==> src/rtl/cacheline_arbiter.sv <==
// ---------------------------------------------------------------------------
// cacheline_arbiter
//
// Shares the single physical-memory cacheline port between the instruction
// cache (I-side, read-only) and the data cache (D-side, read/write). One
// request is serviced at a time, to completion. When both sides are waiting
// in the same cycle, the side that was *not* granted last time wins. A steady
// stream of D-side misses therefore cannot starve instruction fetch.
//
// Handshake: a requester raises its read/write strobe and holds it, along
// with address/wdata, until it sees its one-cycle resp pulse. The arbiter
// samples the strobes only in IDLE. It latches op/address/wdata at the
// grant, so requester inputs are ignored while it is serving. Downstream,
// mem_read/mem_write stay high until the one-cycle mem_resp pulse. The
// requester's resp/rdata are driven combinationally from mem_resp in that
// same cycle. After every completion there is exactly one IDLE turnaround
// cycle, so a requester that still holds its strobe during the resp cycle is
// not served twice.
//
// Ports:
//   clk, rst          clock, synchronous active-high reset
//   i_pmem_read       I-cache line read request (held until i_pmem_resp)
//   i_pmem_address    I-cache line address
//   i_pmem_rdata      line returned to I-cache (0 unless i_pmem_resp)
//   i_pmem_resp       one-cycle completion pulse to I-cache
//   d_pmem_read       D-cache line read request (held until d_pmem_resp)
//   d_pmem_write      D-cache writeback request (held until d_pmem_resp)
//   d_pmem_address    D-cache line address
//   d_pmem_wdata      D-cache writeback line
//   d_pmem_rdata      line returned to D-cache (0 unless read completion)
//   d_pmem_resp       one-cycle completion pulse to D-cache
//   mem_read          downstream read request
//   mem_write         downstream write request
//   mem_address       downstream address
//   mem_wdata         downstream write line (0 for reads)
//   mem_rdata         downstream read line, valid with mem_resp
//   mem_resp          downstream one-cycle completion pulse
//   dbg_state_o       current FSM state (0 IDLE, 1 SERVE_I, 2 SERVE_D)
// ---------------------------------------------------------------------------
module cacheline_arbiter #(
    parameter int ADDR_WIDTH = 32,
    parameter int LINE_WIDTH = 256
) (
    input  logic                  clk,
    input  logic                  rst,

    input  logic                  i_pmem_read,
    input  logic [ADDR_WIDTH-1:0] i_pmem_address,
    output logic [LINE_WIDTH-1:0] i_pmem_rdata,
    output logic                  i_pmem_resp,

    input  logic                  d_pmem_read,
    input  logic                  d_pmem_write,
    input  logic [ADDR_WIDTH-1:0] d_pmem_address,
    input  logic [LINE_WIDTH-1:0] d_pmem_wdata,
    output logic [LINE_WIDTH-1:0] d_pmem_rdata,
    output logic                  d_pmem_resp,

    output logic                  mem_read,
    output logic                  mem_write,
    output logic [ADDR_WIDTH-1:0] mem_address,
    output logic [LINE_WIDTH-1:0] mem_wdata,
    input  logic [LINE_WIDTH-1:0] mem_rdata,
    input  logic                  mem_resp,

    output logic [1:0]            dbg_state_o
);

    typedef enum logic [1:0] {
        ST_IDLE    = 2'd0,
        ST_SERVE_I = 2'd1,
        ST_SERVE_D = 2'd2
    } state_e;

    typedef enum logic {
        GRANT_I = 1'b0,
        GRANT_D = 1'b1
    } grant_e;

    typedef enum logic {
        OP_READ  = 1'b0,
        OP_WRITE = 1'b1
    } op_e;

    state_e                  state_q,      state_d;
    grant_e                  last_grant_q, last_grant_d;
    op_e                     op_q,         op_d;
    logic [ADDR_WIDTH-1:0]   addr_q,       addr_d;
    logic [LINE_WIDTH-1:0]   wdata_q,      wdata_d;

    logic i_req;
    logic d_req;
    logic pick_d;
    logic serve_i;
    logic serve_d;

    // -----------------------------------------------------------------------
    // Grant decision and next-state logic
    // -----------------------------------------------------------------------
    assign i_req = i_pmem_read;
    assign d_req = d_pmem_read | d_pmem_write;

    // D wins when it is alone. It also wins a tie when I had the last grant.
    // last_grant resets to I, so the first tie after reset goes to D.
    assign pick_d = d_req & (~i_req | (last_grant_q == GRANT_I));

    always_comb begin
        state_d      = state_q;
        last_grant_d = last_grant_q;
        op_d         = op_q;
        addr_d       = addr_q;
        wdata_d      = wdata_q;

        unique case (state_q)
            ST_IDLE: begin
                if (pick_d) begin
                    state_d      = ST_SERVE_D;
                    last_grant_d = GRANT_D;
                    // Read+write together is illegal. The writeback wins so
                    // that a dirty line is never lost.
                    op_d         = d_pmem_write ? OP_WRITE : OP_READ;
                    addr_d       = d_pmem_address;
                    wdata_d      = d_pmem_write ? d_pmem_wdata : '0;
                end else if (i_req) begin
                    state_d      = ST_SERVE_I;
                    last_grant_d = GRANT_I;
                    op_d         = OP_READ;
                    addr_d       = i_pmem_address;
                    wdata_d      = '0;
                end
            end

            ST_SERVE_I,
            ST_SERVE_D: begin
                if (mem_resp) begin
                    state_d = ST_IDLE;
                end
            end

            default: begin
                state_d = ST_IDLE;
            end
        endcase
    end

    // -----------------------------------------------------------------------
    // State and latch registers
    // -----------------------------------------------------------------------
    always_ff @(posedge clk) begin
        if (rst) begin
            state_q      <= ST_IDLE;
            last_grant_q <= GRANT_I;
            op_q         <= OP_READ;
            addr_q       <= '0;
            wdata_q      <= '0;
        end else begin
            state_q      <= state_d;
            last_grant_q <= last_grant_d;
            op_q         <= op_d;
            addr_q       <= addr_d;
            wdata_q      <= wdata_d;
        end
    end

    // -----------------------------------------------------------------------
    // Outputs
    // -----------------------------------------------------------------------
    // The downstream outputs decode only the state and latch registers. They
    // therefore stay constant for a whole SERVE state and are all zero in IDLE.
    assign serve_i = (state_q == ST_SERVE_I);
    assign serve_d = (state_q == ST_SERVE_D);

    assign mem_read    = (serve_i | serve_d) & (op_q == OP_READ);
    assign mem_write   = serve_d & (op_q == OP_WRITE);
    assign mem_address = (serve_i | serve_d) ? addr_q : '0;
    assign mem_wdata   = (serve_d & (op_q == OP_WRITE)) ? wdata_q : '0;

    // Completion is passed straight through in the mem_resp cycle. A
    // mem_resp seen in IDLE matches no state decode, so it is dropped.
    assign i_pmem_resp  = serve_i & mem_resp;
    assign i_pmem_rdata = i_pmem_resp ? mem_rdata : '0;

    assign d_pmem_resp  = serve_d & mem_resp;
    assign d_pmem_rdata = (d_pmem_resp & (op_q == OP_READ)) ? mem_rdata : '0;

    assign dbg_state_o = state_q;

    // The downstream port must never carry a read and a write together.
    a_no_read_write: assert property (@(posedge clk) disable iff (rst)
        !(mem_read && mem_write));

endmodule
==> config.mk <==
export PLATFORM = sky130hd
export DESIGN_NAME = cacheline_arbiter
export DESIGN_NICKNAME = d
export VERILOG_FILES = /design/src/rtl/cacheline_arbiter.sv
export SDC_FILE = /design/constraint.sdc
export NUM_CORES = 1
export LEC_CHECK = 0
export ABC_AREA = 1
export CORE_AREA = 2 2 538 540
export DETAILED_ROUTE_END_ITERATION = 10
export DIE_AREA = 0 0 540 542
export PLACE_DENSITY_LB_ADDON = 0.3
export SETUP_SLACK_MARGIN = 0.02
export SLEW_MARGIN = 0
export SYNTH_ARGS = -nofsm -noshare
export SYNTH_HDL_FRONTEND = slang
export SYNTH_SLANG_ARGS = --single-unit
==> constraint.sdc <==
create_clock -name clk -period 2.2 [get_ports clk]
set_input_delay 0.44 -clock clk [delete_from_list [all_inputs] [get_ports clk]]
set_output_delay 0.44 -clock clk [all_outputs]
set_load 0.03 [all_outputs]
# [Word-level counts from Yosys, hierarchy flattened]
# Cells that the tools add are included.
[totals] regBits=292 in_bits=582 out_inout_bits=806
[classes] eq_ne=4 muxes=17 bitwise=12 reduce_logical=5
[op_table] op="$mux 256" count=6
[op_table] op="$mux 32" count=3
[op_table] op="$and 1x1->1" count=6
[op_table] op="$mux 2" count=3
[op_table] op="$mux 1" count=4
[op_table] op="$pmux 2 s2" count=1
[op_table] op="$reduce_and 2->1" count=2
[op_table] op="$ne 3x3->1 const B" count=1
[op_table] op="$not 1->1" count=3
[op_table] op="$or 1x1->1" count=3
[op_table] op="$eq 2x1->1 const B" count=1
[op_table] op="$eq 2x2->1 const B" count=1
[op_table] op="$logic_not 2->1" count=1
[op_table] op="$ne 2x2->1 const B" count=1
[op_table] op="$reduce_bool 2->1" count=1
[op_table] op="$reduce_or 2->1" count=1

# [Logic depth before layout (Yosys ltp)]
# Gate-level depths: netlist of the first run.
[logic_depth] depth_word=5 mapped_depth=9 depth_no_buf=7

# [Least setup slack after synthesis of the first run]
# OpenSTA, ideal clock, no wires.
[synth_path] kind="reg2out" from="register state_q[1] (netlist: dbg_state_o[1])" to="output d_pmem_rdata[100]" arrival_ns=1.925 required_ns=1.760 setup_slack_ns=-0.165 stages_incl_launch_ff=8 cell_sequence="dfxtp_1 ha_1 nand2_1 or2_2 clkbuf_1 clkbuf_1 buf_2 nor2_1"
[synth_between] elab_chain_cells=4
[synth_lines] element="start, declared" line_no="85" rtl="state_e state_q, state_d;"
[synth_lines] element="start signal, assigned" line_no="157" rtl="state_q <= state_d;"
[synth_lines] element="$eq 2x2->1" line_no="171" rtl="assign serve_d = (state_q == ST_SERVE_D);"
[synth_lines] element="$and 1x1->1" line_no="183" rtl="assign d_pmem_resp = serve_d & mem_resp;"
[synth_lines] element="$and 1x1->1" line_no="184" rtl="assign d_pmem_rdata = (d_pmem_resp & (op_q == OP_READ)) ? mem_rdata : '0;"
[synth_lines] element="$mux 256" line_no="184"
[synth_lines] element="end, declared" line_no="56" rtl="output logic [LINE_WIDTH-1:0] d_pmem_rdata,"
# No other way between the ends.

# [Final worst setup path of the first run]
[layout_path] from="register state_q[0] (netlist: dbg_state_o[0])" to="output d_pmem_rdata[7]"
# Same word-level chain as after synthesis.

==> impl_results.rst, run 1 <==
.. list-table::
   :header-rows: 1

   * - Metric
     - Value
   * - Layout fillers
     - 32626
   * - Count of TritonRoute iterations in the first routing pass
     - 5
   * - Violations in the final reports
     - setup timing
   * - Number of vias in the routed layout
     - between 20000 and 30000
   * - Final #Nets
     - 4935
   * - Worst relative slew slack
     - 37.0%
   * - Residual overflow from global routing
     - 0
   * - Yosys warns
     - 0
   * - Slew @ Worst Pin
     - 0.944 ns
   * - Detailed-placement wirelength estimate
     - ~200000 um
   * - Final critical delay including setup and external delays
     - 2.80 ns
   * - Highest net fanout along the worst path
     - 15
   * - Max-cap viol count
     - 0
   * - Total negative slack
     - -365.29 ns
   * - Setup repair after global routing missed its margin
     - true
   * - Number of cells produced by synthesis
     - around 2900
   * - Top-level port count
     - 1388
   * - Total of flip-flops plus latches after synthesis
     - 292
   * - Power per cell area
     - 479 mW/mm2
   * - P&R area growth vs syn
     - 161%
   * - Setup ws final
     - -0.601 ns
   * - Startpoint Class
     - flop
   * - Slew Limit Fails
     - 0
   * - Post-Syn Nets
     - 3501
   * - Hold Vio Cnt, Final
     - 0
   * - Placed cell count
     - roughly 8000
   * - Clock Latency Late Sink
     - approximately 0.64 ns
   * - Required time of the worst setup path
     - roughly 1.8 ns
   * - Global-route wire length before repair
     - approximately 290000 um
   * - TritonCTS clock tree
     - yes
   * - Drt via density
     - 3.12
   * - Routed WL
     - 235000 um
   * - Crit Path Class
     - flop to primary output
   * - Leakage power of the design
     - 17.4 nW
   * - Netlist area before placement
     - 0.0170 mm2
   * - Critical path arrival
     - 2.36 ns
   * - CTS root buf
     - clkbuf_16
   * - Vias in the first global route
     - 25130
   * - H-Tree Depth
     - 2
   * - Unique masters post-synth
     - 22
   * - CTS Hold Buffers Added
     - 0
   * - Num rows
     - 197
   * - Path category of the worst min-delay check
     - primary input to flop
   * - Final setup vio count
     - 805
   * - Post-route DRC
     - 0
   * - Endpoint kind of the worst setup timing path
     - primary output
   * - Clock input transition at the sequential cells of the worst setup and hold paths
     - 0.07 ns
   * - Number of antenna violations at the first check in global routing
     - around 200
   * - Detailed router's first-iteration violation count
     - 1449
   * - Die Span X
     - 540 um
   * - Routability congestion estimate
     - 1.19
   * - Global router's overall resource usage
     - 15.2%
   * - Max rail drop VDD
     - between 0.4 and 0.5 mV
   * - Final critical-path share of the clock period
     - 127%
   * - Floorplan die area
     - 0.293 mm2
   * - Area inside the core boundary
     - 0.287 mm2
   * - Post-detailed-route wirelength per cell
     - 28.5 um
   * - Area of the multi-input gates
     - around 0.01 mm2
   * - Area share of the largest cell type after synthesis
     - around 34%
   * - CTS buffer count
     - 40
   * - Mapped Avg Cell Area
     - 5.82 um2
   * - Result of the run
     - complete, but fails checks
   * - IO buf count
     - ~1400
   * - Footprint of the flip-flops and latches
     - approximately 0.0059 mm2
   * - Peak Freq
     - 0.357 GHz
   * - Synth area leader
     - dfxtp_1
   * - DRT antenna net count
     - 0
   * - Seq/Total Area, Yosys
     - 34.4%
   * - Sink count of the clock tree
     - ~300
   * - Most area-consuming cells after synthesis
     - dfxtp_1, nor2_1, inv_1
   * - Clk_skew
     - 0.0145 ns
   * - Die height
     - 542 um
   * - Fraction of layout instances using a drive strength above 1
     - 32.8%
   * - Clock buffer depth
     - 3
   * - Pin count of the biggest net entering global routing
     - 128
   * - Starting Density
     - under 10%
   * - Non-filler cells in the finished layout
     - 8244
## critical path, stage by stage, from the launching register on
cell and delay [ns]:
dfxtp_4 0.36, inv_4 0.06, ha_4 0.12, nand2_2 0.05, or2_4 0.28, buf_12 0.15
buf_16 0.18, clkbuf_16 0.21, nor2_1 0.11, buf_4 0.17
## per-layer routing
metal	part of all wire, %	up-vias	wire length, um	track usage (%)
met3	16	469	36700	10.9
met1	31	11977	73500	13.6
met2	48	1357	112000	25.7
li1	-	11799	-	-
met4	5.2	102	12300	7.39
met5	0.29	-	673	0
## per-stage QoR
stage	hold slack (ns)	total power, mW	worst slack, ns	instance area (um2)	utilization (%)
detailed placement	0.455	13.1	-0.441	39000	13.6
floorplan	0.439	8.83	-0.102	17000	-
global route	0.139	22.2	-0.722	44200	15.4
global placement	0.450	13.0	-0.456	39000	13.6
finish	0.170	21.2	-0.601	44300	15.4
CTS	0.108	21.2	-0.666	42500	14.8
## cell usage after synthesis, drive strengths merged
master,count
a21oi,260
buf,116
clkbuf,132
dfxtp,292
ha,3
inv,587
nand2,365
nand3,2
nand4,258
nor2,867
o21ai,33
or2,1
## sequential cells by signal (all words and copies together) (netlist names)
signal        count
wdata_q         256
last_grant_q      1
dbg_state_o       2
op_q              1
addr_q           32
## area by class of cell
type	count	area share, %
Timing Repair Buffer	1640	45.5
Inverter	587	4.99
Clock inverter	20	0.734
Clock buffer	50	2.43
Tap cell	3781	10.7
Multi-Input combinational cell	1789	22.0
Antenna cell	85	0.480
Sequential cell	292	13.2
## final timing paths
kind | from | end | slack (ns) | cells after the start
worst max-delay path | dbg_state_o[0]$_SDFFE_PP0P_ | d_pmem_rdata[7] | -0.60 | 9
worst min-delay path | rst | wdata_q[5]$_SDFFE_PP0P_ | 0.17 | 2
worst max register to register | dbg_state_o[1]$_SDFFE_PP0P_ | wdata_q[83]$_SDFFE_PP0P_ | 0.34 | 7
worst min register to register | wdata_q[103]$_SDFFE_PP0P_ | wdata_q[103]$_SDFFE_PP0P_ | 0.46 | 2
## layout by cell type (no fill, tap or decap), types with 6 or more instances in the layout
cell and instances:
bufinv_16 6, nand2_2 9, o21ai_1 30, clkbuf_1 6, dfxtp_1 290, clkdlybuf4s50_1 581, diode_2 85, nor2_1 588
buf_12 403, buf_16 28, nand2_1 351, clkbuf_16 53, inv_1 575, inv_2 8, buf_6 140, nor2_4 231
a21oi_1 260, buf_4 471, nor2_2 47, nand4_1 258
## cells by family after synthesis
group	Yosys count	share of synthesized area, %
adder cells (fa/ha/maj)	3	0.221
AO/OA/AOI/OAI	293	8.64
buffers and inverters	835	19.6
AND/OR/NAND/NOR	1493	37.1
flip-flops	292	34.4
## report_power, final
part | leakage, nW | internal (mW) | switching (mW)
Sequential | 2.39 | 5.68 | 0.232
Combinational | 14.4 | 3.47 | 4.57
Clock | 0.680 | 4.23 | 3.06
## what timing repair did
item / in CTS / in global routing
buffers inserted: 10 / 17
gates resized for setup: 379 / 336
setup endpoints to repair: 806 / 805
gates cloned: 23 / 15
pin swaps: 4 / 3
Power figures use the tool's default switching activity.
==> inputs of run 2 (changes only) <==
Settings changed: ABC_AREA 1 to unset, CORE_AREA 2 2 538 540 to 2 2 539 541, CTS_CLUSTER_DIAMETER set to 120, DIE_AREA 0 0 540 542 to 0 0 541 543, GPL_ROUTABILITY_DRIVEN set to 1.
==> impl_results.rst, run 2 <==
.. list-table::
   :header-rows: 1

   * - Metric
     - Value
   * - Result of the run
     - complete, but fails checks
   * - Violations in the final reports
     - setup timing
   * - Seq/Total Area, Yosys
     - 36.4% (+1.9 points)
   * - Non-filler cells in the finished layout
     - 7299 (-11%)
   * - Post-route DRC
     - 0 (unchanged)
   * - Yosys warns
     - 0 (unchanged)
   * - Global-route layer with the greatest usage
     - met2
   * - Most numerous cell types in the synthesized netlist
     - and3_1, and2_1, dfxtp_1, nor2_1, a32oi_1
   * - Total of flip-flops plus latches after synthesis
     - 292 (unchanged)
   * - Path category of the worst min-delay check
     - primary input to flop
   * - TritonCTS clock tree
     - yes
   * - Synth area leader
     - dfxtp_1
   * - Count of TritonRoute iterations in the first routing pass
     - 5 (unchanged)
   * - Setup repair after global routing missed its margin
     - true
   * - Cell area after layout
     - 0.0437 mm2 (-1.4%)
   * - Flop-to-flop setup slack
     - 0.33 ns (about the same)
   * - Endpoint kind of the worst setup timing path
     - primary output
   * - Power per cell area
     - 510 mW/mm2 (+6.4%)
   * - Global-route wire length before repair
     - 280000 um (-1.9%)
   * - Cell-by-cell listing of the critical path
     - inv_4 > ha_4 > and2_4 > and2b_4 > buf_12 > buf_12 > and2_1 > buf_4
   * - Post-synth EDFFs
     - 0 (unchanged)
   * - Number of antenna violations at the first check in global routing
     - 181 (-7.2%)
   * - Clk_skew
     - 0.0374 ns (+0.0229 ns)
   * - Dominant cell type by count on the critical path
     - buf_12
   * - Number of cells produced by synthesis
     - 2035 (-30%)
   * - Commonest non-fill, non-tap cell in the layout
     - buf_12
   * - CTS root buf
     - clkbuf_16
   * - CTS Hold Buffers Added
     - 0 (unchanged)
   * - Vias in the first global route
     - 22639 (-9.9%)
   * - GR met1 Demand/Resource
     - 18.0% (+4.5 points)
   * - Crit Path Class
     - flop to primary output
   * - Synth async-reset ratio
     - 0% (unchanged)
   * - IO buf count
     - 1387 (unchanged)
   * - Clock buffer depth
     - 3 (unchanged)
   * - Area inside the core boundary
     - 0.287 mm2 (+0.17%)
   * - Hold Vio Cnt, Final
     - 0 (unchanged)
   * - Peak Freq
     - 0.358 GHz (+0.37%)
   * - Slew @ Worst Pin
     - 0.661 ns (-0.283 ns)
   * - Leakage power of the design
     - 18.0 nW (+3.6%)
   * - Final critical-path share of the clock period
     - 127% (-0.47 points)
   * - Drt via density
     - 3.15 (+1.0%)
   * - Mapped Avg Cell Area
     - 7.90 um2 (+36%)
   * - Detailed router's first-iteration violation count
     - 1417 (-2.2%)
   * - Longest individual stage delay on the worst path
     - 0.35 ns (about the same)
   * - Largest register FFs
     - 256 (unchanged)
   * - Final critical delay including setup and external delays
     - 2.79 ns (-0.0103 ns)
   * - P&R area growth vs syn
     - 172%
   * - CTS buffer count
     - 39 (-2.5%)
   * - Most area-consuming cells after synthesis
     - dfxtp_1, and3_1, a32oi_1
   * - Post-detailed-route wirelength per cell
     - 31.7 um (+11%)
   * - Die height
     - 543 um (+0.18%)
   * - Total negative slack
     - -383.62 ns (-18.32 ns)
   * - Slowest-stage cell, CP
     - dfxtp_4
   * - Starting Density
     - 5.60% (-0.32 points)
   * - Top register by number of flip-flops
     - wdata_q
   * - Setup ws final
     - -0.591 ns (+0.0103 ns)
   * - Final hold slack
     - 0.207 ns (+0.0365 ns)
   * - Floorplan die area
     - 0.294 mm2 (+0.37%)
   * - H-Tree Depth
     - 2 (unchanged)
   * - Sink count of the clock tree
     - 292 (unchanged)
   * - Max-cap viol count
     - 0 (unchanged)
   * - Pin count of the biggest net entering global routing
     - 144 (+13%)
   * - Global router's overall resource usage
     - 14.9% (-0.31 points)
   * - Number of vias in the routed layout
     - 22994 (-11%)
   * - Slew Limit Fails
     - 0 (unchanged)
   * - Highest net fanout along the worst path
     - 31 (+16)
   * - DRT antenna net count
     - 0 (unchanged)
   * - Startpoint Class
     - flop
   * - Sum of internal, switching and leakage power
     - 22.3 mW (+4.9%)
   * - Layout fillers
     - 32274 (-1.1%)
   * - Unique masters post-synth
     - 24 (+9.1%)
   * - Critical path arrival
     - 2.35 ns (about the same)
   * - Area share of the largest cell type after synthesis
     - 36.4% (+1.9 points)
   * - Top-level port count
     - 1388 (unchanged)
   * - Netlist area before placement
     - 0.0161 mm2 (-5.2%)
   * - Max rail drop VDD
     - 0.470 mV (-1.9%)
   * - Worst relative slew slack
     - 55.9% (+19 points)
   * - Clock input transition at the sequential cells of the worst setup and hold paths
     - 0.07 ns (about the same)
   * - Ys flop type
     - dfxtp_1
   * - Met2 routing resource usage after global routing
     - 23.4% (-2.3 points)
   * - Grt met3 use
     - 8.33% (-2.6 points)
   * - Most frequent cells in the layout
     - buf_12, clkdlybuf4s50_1, and3_1, buf_4, nor2_1
   * - Routability congestion estimate
     - 0.878 (-26%)
   * - Final setup vio count
     - 805 (unchanged)
   * - Required time of the worst setup path
     - 1.76 ns (about the same)
   * - Detailed-placement wirelength estimate
     - 200000 um (-2.1%)
   * - Final #Nets
     - 4030 (-18%)
   * - Most instantiated library cell after synthesis
     - and3_1
   * - Placed cell count
     - 7145 (-11%)
   * - Die Span X
     - 541 um (+0.19%)
   * - Routed WL
     - 231000 um (-1.8%)
   * - Dpl cell area
     - 0.0410 mm2 (+5.2%)
   * - Clock Latency Late Sink
     - 0.62 ns (-0.02 ns)
   * - Fraction of layout instances using a drive strength above 1
     - 41.6% (+8.9 points)
   * - Residual overflow from global routing
     - 0 (unchanged)
   * - Num rows
     - 197 (unchanged)
   * - Post-Syn Nets
     - 2620 (-25%)
==> run 2: through the flow <==
step | utilization, % | setup slack [ns]
floorplan | - | 0.0235
global placement | 14.3 | -0.145
detailed placement | 14.3 | -0.118
CTS | 15.0 | -0.711
global route | 15.2 | -0.725
finish | 15.2 | -0.591
==> run 2: critical path, delay by kind of cell, from the launching register on <==
| family | cells | cell delay [ns] |
|---|---|---|
| simple gates | 3 | 0.49 |
| buf+inv | 4 | 0.66 |
| flops | 1 | 0.35 |
| fa+ha+maj | 1 | 0.12 |
==> run 2: worst paths after layout <==
check | from | to | cells past startpoint
setup reg to reg | dbg_state_o[1]$_SDFFE_PP0P_ | dbg_state_o[0]$_SDFFE_PP0P_ | 9
hold reg to reg | wdata_q[218]$_SDFFE_PP0P_ | wdata_q[218]$_SDFFE_PP0P_ | 2
setup / recovery | dbg_state_o[0]$_SDFFE_PP0P_ | d_pmem_rdata[7] | 8
hold / removal | rst | wdata_q[41]$_SDFFE_PP0P_ | 2
==> run 2: kinds of logic after synthesis <==
logic type                 Yosys count  synth area share (%)
DFF                                292                  36.4
and+or+nand+nor                   1165                  39.8
adders and majority gates            3                 0.233
AOI/OAI and AO/OA                  298                  16.2
buffers and inverters              277                  7.35
==> run 2: layout make-up <==
cell class	instances	area (um2)	share of cell area [%]
Antenna cell	45	113	0.258
Clock buffer	49	1070	2.46
Clock inverter	20	166	0.381
Inverter	2	12.5	0.0286
Multi-Input combinational cell	1466	9740	22.3
Sequential cell	292	5860	13.4
Tap cell	3781	4730	10.8
Timing Repair Buffer	1644	22000	50.4
==> run 2: where the power goes <==
group / internal [mW] / leakage (nW) / total (mW) / switching [mW]
Sequential: 5.80 / 2.39 / 6.11 / 0.304
Clock: 3.61 / 0.613 / 6.45 / 2.85
Combinational: 4.47 / 15.0 / 9.72 / 5.25
Total: 13.9 / 18.0 / 22.3 / 8.40
==> run 2: what timing repair did <==
action	CTS	global route
gates resized for setup	117	73
setup endpoints to repair	806	805
cloned	11	10
buffers inserted	11	17
pin swaps	12	12
==> run 2: routing by layer <==
layer	vias to the layer above	routed length, um	share of wire, %
li1	10244	-	-
met1	11127	94800	41
met2	1331	102000	44
met3	258	31000	13
met4	34	3420	1.5
met5	-	207	0.090
